<file path="config.mk">
export PLATFORM = sky130hd
export DESIGN_NAME = mem_arbiter
export DESIGN_NICKNAME = d
export VERILOG_FILES = /design/src/rtl/mem_arbiter.sv
export SDC_FILE = /design/constraint.sdc
export NUM_CORES = 1
export LEC_CHECK = 0
export CAP_MARGIN = 30
export CORE_MARGIN = 5
export CORE_UTILIZATION = 37
export DETAILED_ROUTE_END_ITERATION = 7
export HOLD_SLACK_MARGIN = 0.08
export PLACE_DENSITY = 0.8
export SYNTH_ARGS = -nofsm -noshare
export SYNTH_HDL_FRONTEND = slang
export SYNTH_SLANG_ARGS = --single-unit
</file>
<file path="constraint.sdc">
create_clock -name CLK -period 1.8 [get_ports CLK]
set_input_delay 0.54 -clock CLK [delete_from_list [all_inputs] [get_ports CLK]]
set_output_delay 0.54 -clock CLK [all_outputs]
set_load 0.01 [all_outputs]
</file>
<file path="src/rtl/mem_arbiter.sv">
// -----------------------------------------------------------------------------
// mem_arbiter
//
// Serialises instruction-fetch and data requests from the pipelined datapath
// onto a single-port RAM and answers them with one-cycle ihit/dhit pulses.
// Data requests win over instruction requests. An access that sees no ram_ack
// within TIMEOUT+1 cycles is aborted. The aborted access still gets its hit,
// err pulses with that hit, and a read returns ERR_WORD.
//
// Optional feature macro: MEM_ARBITER_IBUF_EN
//   When defined, a one-entry instruction buffer answers a repeated fetch of
//   the last filled address without touching the RAM.
//
// Ports
//   CLK, RST           clock (rising edge), synchronous active-high reset
//   iREN, iaddr        instruction fetch request / address (held until ihit)
//   dREN, dWEN         data read / write request (held until dhit)
//   daddr, dstore      data address / write data
//   ihit, dhit, err    registered one-cycle completion and error pulses
//   iload, dload       registered fetched instruction / load data
//   ram_ren, ram_wen   RAM strobes (combinational from state)
//   ram_addr,ram_wdata RAM address / write data (latched request)
//   ram_rdata, ram_ack RAM read data and one-cycle completion
// -----------------------------------------------------------------------------
module mem_arbiter #(
    parameter int          TIMEOUT  = 64,
    parameter logic [31:0] ERR_WORD = 32'hBAD1BAD1
) (
    input  logic        CLK,
    input  logic        RST,
    input  logic        iREN,
    input  logic [31:0] iaddr,
    input  logic        dREN,
    input  logic        dWEN,
    input  logic [31:0] daddr,
    input  logic [31:0] dstore,
    output logic        ihit,
    output logic        dhit,
    output logic [31:0] iload,
    output logic [31:0] dload,
    output logic        err,
    output logic        ram_ren,
    output logic        ram_wen,
    output logic [31:0] ram_addr,
    output logic [31:0] ram_wdata,
    input  logic [31:0] ram_rdata,
    input  logic        ram_ack
);

    localparam int            CW        = $clog2(TIMEOUT + 1);
    localparam logic [CW-1:0] TIMEOUT_C = CW'(TIMEOUT);
    localparam logic [CW-1:0] CNT_ZERO  = {CW{1'b0}};
    localparam logic [CW-1:0] CNT_ONE   = CW'(1);

    typedef enum logic [1:0] {
        IDLE  = 2'd0,
        D_ACC = 2'd1,
        I_ACC = 2'd2,
        RESP  = 2'd3
    } state_t;

    state_t        state_q, state_d;
    logic [CW-1:0] cnt_q, cnt_d;
    logic [31:0]   addr_q, addr_d;
    logic [31:0]   wdata_q, wdata_d;
    logic [31:0]   iload_q, iload_d;
    logic [31:0]   dload_q, dload_d;
    logic          we_q, we_d;
    logic          ihit_q, ihit_d;
    logic          dhit_q, dhit_d;
    logic          err_q, err_d;
    logic          done_s;      // access leaves D_ACC/I_ACC this cycle
    logic          timeout_s;   // ...and it leaves because it ran out of time

`ifdef MEM_ARBITER_IBUF_EN
    logic          buf_valid_q, buf_valid_d;
    logic [31:0]   buf_addr_q, buf_addr_d;
    logic [31:0]   buf_data_q, buf_data_d;
`endif

    // Access completion: ram_ack wins over a coincident timeout.
    always_comb begin
        done_s    = 1'b0;
        timeout_s = 1'b0;
        if ((state_q == D_ACC) || (state_q == I_ACC)) begin
            if (ram_ack) begin
                done_s = 1'b1;
            end else if (cnt_q == TIMEOUT_C) begin
                done_s    = 1'b1;
                timeout_s = 1'b1;
            end else begin
                done_s = 1'b0;
            end
        end else begin
            done_s = 1'b0;
        end
    end

    // Next-state, request latching, hit/err pulses and load capture.
    always_comb begin
        state_d = state_q;
        cnt_d   = cnt_q;
        addr_d  = addr_q;
        wdata_d = wdata_q;
        we_d    = we_q;
        iload_d = iload_q;
        dload_d = dload_q;
        ihit_d  = 1'b0;
        dhit_d  = 1'b0;
        err_d   = 1'b0;
`ifdef MEM_ARBITER_IBUF_EN
        buf_valid_d = buf_valid_q;
        buf_addr_d  = buf_addr_q;
        buf_data_d  = buf_data_q;
`endif
        case (state_q)
            IDLE: begin
                cnt_d = CNT_ZERO;
                if (dREN || dWEN) begin
                    addr_d  = daddr;
                    wdata_d = dstore;
                    we_d    = dWEN;   // write wins when both are raised
                    state_d = D_ACC;
                end else if (iREN) begin
`ifdef MEM_ARBITER_IBUF_EN
                    if (buf_valid_q && (iaddr == buf_addr_q)) begin
                        iload_d = buf_data_q;
                        ihit_d  = 1'b1;
                        state_d = RESP;
                    end else begin
                        addr_d  = iaddr;
                        state_d = I_ACC;
                    end
`else
                    addr_d  = iaddr;
                    state_d = I_ACC;
`endif
                end else begin
                    state_d = IDLE;
                end
            end
            D_ACC, I_ACC: begin
                if (done_s) begin
                    cnt_d   = CNT_ZERO;
                    state_d = RESP;
                    err_d   = timeout_s;
                    if (state_q == I_ACC) begin
                        ihit_d  = 1'b1;
                        iload_d = timeout_s ? ERR_WORD : ram_rdata;
`ifdef MEM_ARBITER_IBUF_EN
                        if (!timeout_s) begin
                            buf_valid_d = 1'b1;
                            buf_addr_d  = addr_q;
                            buf_data_d  = ram_rdata;
                        end else begin
                            buf_valid_d = buf_valid_q;
                        end
`endif
                    end else begin
                        dhit_d = 1'b1;
                        if (!we_q) begin
                            dload_d = timeout_s ? ERR_WORD : ram_rdata;
                        end else begin
                            dload_d = dload_q;
`ifdef MEM_ARBITER_IBUF_EN
                            // A write to the buffered word makes the copy stale.
                            if (addr_q[31:2] == buf_addr_q[31:2]) begin
                                buf_valid_d = 1'b0;
                            end else begin
                                buf_valid_d = buf_valid_q;
                            end
`endif
                        end
                    end
                end else begin
                    cnt_d = cnt_q + CNT_ONE;
                end
            end
            RESP: begin
                // No request sampling here: held request lines cannot re-trigger.
                cnt_d   = CNT_ZERO;
                state_d = IDLE;
            end
            default: begin
                cnt_d   = CNT_ZERO;
                state_d = IDLE;
            end
        endcase
    end

    // RAM interface driven straight from the state and latched request.
    always_comb begin
        ram_ren   = ((state_q == D_ACC) && !we_q) || (state_q == I_ACC);
        ram_wen   = (state_q == D_ACC) && we_q;
        ram_addr  = addr_q;
        ram_wdata = wdata_q;
    end

    // State and datapath registers with synchronous reset.
    always_ff @(posedge CLK) begin
        if (RST) begin
            state_q <= IDLE;
            cnt_q   <= CNT_ZERO;
            addr_q  <= 32'h0000_0000;
            wdata_q <= 32'h0000_0000;
            we_q    <= 1'b0;
            iload_q <= 32'h0000_0000;
            dload_q <= 32'h0000_0000;
            ihit_q  <= 1'b0;
            dhit_q  <= 1'b0;
            err_q   <= 1'b0;
`ifdef MEM_ARBITER_IBUF_EN
            buf_valid_q <= 1'b0;
            buf_addr_q  <= 32'h0000_0000;
            buf_data_q  <= 32'h0000_0000;
`endif
        end else begin
            state_q <= state_d;
            cnt_q   <= cnt_d;
            addr_q  <= addr_d;
            wdata_q <= wdata_d;
            we_q    <= we_d;
            iload_q <= iload_d;
            dload_q <= dload_d;
            ihit_q  <= ihit_d;
            dhit_q  <= dhit_d;
            err_q   <= err_d;
`ifdef MEM_ARBITER_IBUF_EN
            buf_valid_q <= buf_valid_d;
            buf_addr_q  <= buf_addr_d;
            buf_data_q  <= buf_data_d;
`endif
        end
    end

    assign ihit  = ihit_q;
    assign dhit  = dhit_q;
    assign err   = err_q;
    assign iload = iload_q;
    assign dload = dload_q;

endmodule

</file>
After elaboration in Yosys (flattened, before gate mapping):

Index checks and enable logic that the tools add are counted.

* bitwise operators: 4
* reductions and logical operators: 15
* mux-type cells: 16
* eq/ne operators: 5
* $add $sub $neg: 1

Operators by type and width (count)
* $mux 32: 3
* $pmux 7 s2: 1
* $add 7x1->7 const B: 1
* $eq 7x7->1 const B: 1
* $mux 1: 7
* $mux 7: 1
* $mux 2: 3
* $pmux 2 s3: 1
* $eq 2x2->1 const B: 2
* $not 1->1: 4
* $reduce_and 2->1: 2
* $reduce_and 4->1: 1
* $reduce_or 2->1: 2
* $logic_or 1x1->1: 3
* $reduce_and 3->1: 1
* $reduce_or 3->1: 1
* $eq 2x1->1 const B: 1
* $logic_and 1x1->1: 2
* $logic_not 2->1: 1
* $ne 2x2->1 const B: 1
* $reduce_bool 2->1: 1
* $logic_not 1->1: 1

* output and inout port bits: 133
* bits in registers: 141
* bits of input ports: 134
* logic and storage cells: 51

Logic depth before layout (Yosys ltp):

* depth after elaboration: 6
* depth in mapped cells: 8
* mapped depth without buffers: 5

Worst setup path after synthesis:

No wires, ideal clock.

* path kind: register to register
* from: reg state_q[0]
* to: reg dload_q[10], in the netlist dload[10]
* required time: 1.709 ns
* slack: -0.069 ns
* period minus slack after synthesis: 1.869 ns
* arrival time: 1.778 ns
* library setup time: 0.091 ns
* stages on the path, launching flop included: 8
* path buffers: 2
* cells stage by stage: dfxtp_1 > inv_1 > ha_1 > nor4bb_1 > clkbuf_1 > buf_2 > nand2_1 > a311oi_1

* longest elaborated chain between the ends: 4
* elaborated cells on any way between the ends: 9
* those cells by class: 2 x eq/ne; 3 x mux; 1 x bitwise; 3 x reduce/logical

RTL lines
* from (decl): line 62 `state_t state_q, state_d;`
* from (signal assigned): line 218 `state_q <= state_d;`
* $eq 2x1->1 / $eq 2x2->1 (equally long branches): line 85, 116, 147
* $logic_or 1x1->1: line 85 `if ((state_q == D_ACC) || (state_q == I_ACC)) begin`
* $mux 1: line 85
* $reduce_and 4->1 (no line) / $mux 32 (equally long branches)
* to (signal assigned): line 224 `dload_q <= dload_d;`
* to (decl): line 67 `logic [31:0] dload_q, dload_d;`

Several ways; a longest one is shown, not always the timed one.
A chain may end at the register's enable or synchronous reset.

Worst setup path in the final report:

* from: reg state_q[1]
* to: reg dload_q[3], in the netlist dload[3]

Same word-level chain as after synthesis.

==> results.md <==
* Fin area at between 0.009 and 0.01 mm^2
* Final setup viols at 9
* Final Hold Fails at 0
* First-pass GRT wire length at 30800 um
* Port bufs at 266
* Worst Path Required at 2.11 ns
* Post-Syn Area at between 0.005 and 0.006 mm^2
* DR vias at between 6000 and 7000
* I/O Pins at 267
* WP buf/inv at 4
* Area contributors post-synth: dfxtp_1 49%, nand2_1 8.4%, a311oi_1 7.1%
* Syn nets at 829
* Static leakage at roughly 4 nW
* Fill cells at 1290
* Fraction of final layout cells sized beyond drive strength 1 at 15.1%
* Starting density of the core at 37.7%
* Gr usage total at 20.9%
* Post-synth ARST share at 0%
* Number of synthesized flops with an enable pin at 0
* Register area at 0.00283 mm^2
* Max cap viols at 0
* Syn Inst Count at 688
* WL met3 at between 1500 and 2000 um
* RSZ-0062 raised after global routing: true
* Post-DR vias/cell at 5.14
* Power per cell area at 1300 mW/mm^2
* Avg Synthesized Cell Area at approximately 8.4 um^2
* WL met2 at 9750 um
* Max Clk Rate at 533 MHz
* Post-synth top area share at between 40% and 50%
* Final Slew Violations at 0
* Critical-path cell list: inv_2, buf_4, ha_4, nor4bb_4, buf_4, buf_16, nand2_1, a311oi_2
* GR Overflow Total at 0
* Core box area at 0.0153 mm^2
* Worst setup SP type: flip-flop
* Slew of the pin with the lowest slew margin at 0.529 ns
* Slew HR at 64.7%
* DR iter-0 viols at 350
* Top FF cell, synth: dfxtp_1
* Placed inst area at 0.00894 mm^2
* Num rows at 45
* Slowest stage cell, crit path: dfxtp_4
* DP HPWL at 13800 um
* Synth Warn # at 0
* Clock-pin slew on the worst setup and hold paths at 0.06 ns
* Number of global-route vias before repair at 5994
* Residual DRC count at 0
* Met1 WL at between 8000 and 9000 um
* Worst-path fanout max at 7
* Worst path most repeated cell: buf_4
* Area of the multi-input gates at 0.00275 mm^2
* CTS tree: yes
* Yosys top cell by area: dfxtp_1
* GP Congestion at 0.791
* VDD IR max at 0.000770 V
* Failing checks: negative setup slack
* Top post-synthesis cells by count: 141 x dfxtp_1, 129 x nand2_1, 64 x a21oi_1, 53 x nor2_1, 48 x clkbuf_1
* Hold-fix buffers, CTS at 0
* Die H at 135 um
* Synth cell types at 39
* Crit Path Class: flip-flop to flip-flop
* Max Used Layer: met4
* Nets@finish at about 1100
* HP Class: flip-flop to flip-flop
* Die ar. at between 0.015 and 0.02 mm^2
* Final period utilization at 104%
* Antenna diodes at 0
* Total power draw at 12.8 mW
* Hold_ws at 0.452 ns
* Clock latency on the worst-skew pair at 0.41 ns
* Final Core Density at 64.2%
* Placed cell count at 1149
* Post-synthesis sequential area ratio at 49.0%
* Most frequent cell after synthesis: dfxtp_1
* Outcome: finished, violations left
* H-Tree Depth at 4
* Seq cells post-synth at between 100 and 150
* Antenna Nets Post-Route at 0
* CP Capture Type: flip-flop
* Clock tree buffer depth at 2
* WL/cell at 16.8 um
* Total Routed Length at 20000 um
* Final worst slack at -0.0765 ns
* Cts bufs inserted at 17
* Clock Sinks at 141
* Setup Skew at 0.00835 ns
* Largest net degree at the start of global routing at 66
* Critical path's top delay family: buffers and inverters
* Tmin final at 1.88 ns
* Initial antenna violation count at 0
* Finished Layout Cells at ~1200
* Die width at 135 um
* Worst path arrival time at 2.18 ns
* DR pass1 iterations at 4
* Slowest stage delay, CP at approximately 0.37 ns
* Clock root buffer: clkbuf_16
* Area Growth Syn to Fin at 70.1%
==> flip-flops by register name (all words and copies together) (netlist names), 2 cells and up <==
name and count:
cnt_q 7, dload 32, iload 32, ram_addr 32, ram_wdata 32, state_q 2
==> metrics by stage <==
step                TNS, ns  setup slack [ns]
floorplan                 0           0.00839
global placement     -14.95            -0.166
detailed placement   -19.95            -0.254
CTS                 -0.0606           -0.0606
global route          -2.17            -0.148
finish               -0.197           -0.0765
==> worst register-to-register path, delay by kind of cell, from the launching register on <==
family / cells / cell delay (ns)
adders and majority gates: 1 / 0.30
DFF: 1 / 0.37
AOI/OAI and AO/OA: 1 / 0.29
and+or+nand+nor: 2 / 0.31
buffers and inverters: 4 / 0.52
==> area by class of cell <==
cell class	instances	share of cell area [%]
Clock inverter	12	1.88
Timing Repair Buffer	325	32.2
Clock buffer	20	4.66
Inverter	42	1.63
Tap cell	211	2.69
Sequential cell	141	28.9
Multi-Input combinational cell	443	28.1
==> metal layers <==
metal | vias up | track usage, %
met5 | - | 0
met4 | 0 | 6.90
met3 | 27 | 7.08
met2 | 247 | 34.9
met1 | 2867 | 25.4
li1 | 2994 | -
==> cell usage in the layout, fill, tap and decap left out, types with 3 or more instances in the layout <==
master and count:
dlygate4sd2_1 131, bufinv_16 4, a211oi_2 20, nand2_2 3, nand2_1 126, a211oi_1 22
nand3_1 3, inv_1 40, inv_6 3, buf_4 41, o21ai_0 34, dfxtp_1 139
o211ai_1 14, clkbuf_16 19, or3_1 3, ha_1 4, buf_6 7, clkdlybuf4s50_1 132
a311oi_2 12, nor2_1 52, o21a_1 3, buf_12 11, a311oi_1 35, o22ai_1 16
a21oi_1 62
==> timing repair <==
action	4_1_cts	5_1_grt
setup endpoints to repair	199	44
hold endpoints to repair	0	0
setup buffers	5	4
gates cloned	2	3
gates resized for setup	155	37
pin swaps	5	30
==> where the power goes <==
group	switching (mW)	internal (mW)	total (mW)
registers	0.330	3.73	4.06
clock network	1.36	2.41	3.77
logic	2.49	2.44	4.93
==> final timing paths <==
check	slack [ns]	start	endpoint	cells after the start
setup reg to reg	-0.08	state_q[1]	dload[3]	8
setup / recovery	-0.08	state_q[1]	dload[3]	8
hold reg to reg	0.45	ram_wdata[6]	ram_wdata[6]	2
hold / removal	0.45	ram_wdata[6]	ram_wdata[6]	2
==> logic make-up after synthesis <==
| kind of cell | after synthesis | synth area share (%) |
|---|---|---|
| DFF | 141 | 49.0 |
| buffers and inverters | 104 | 7.17 |
| xor gates and xnor gates | 3 | 0.456 |
| and+or+nand+nor | 203 | 14.6 |
| adders and majority gates | 7 | 1.52 |
| AOI/OAI and AO/OA | 229 | 27.0 |
| muxes | 1 | 0.196 |
(Power assumes the default switching activity.)
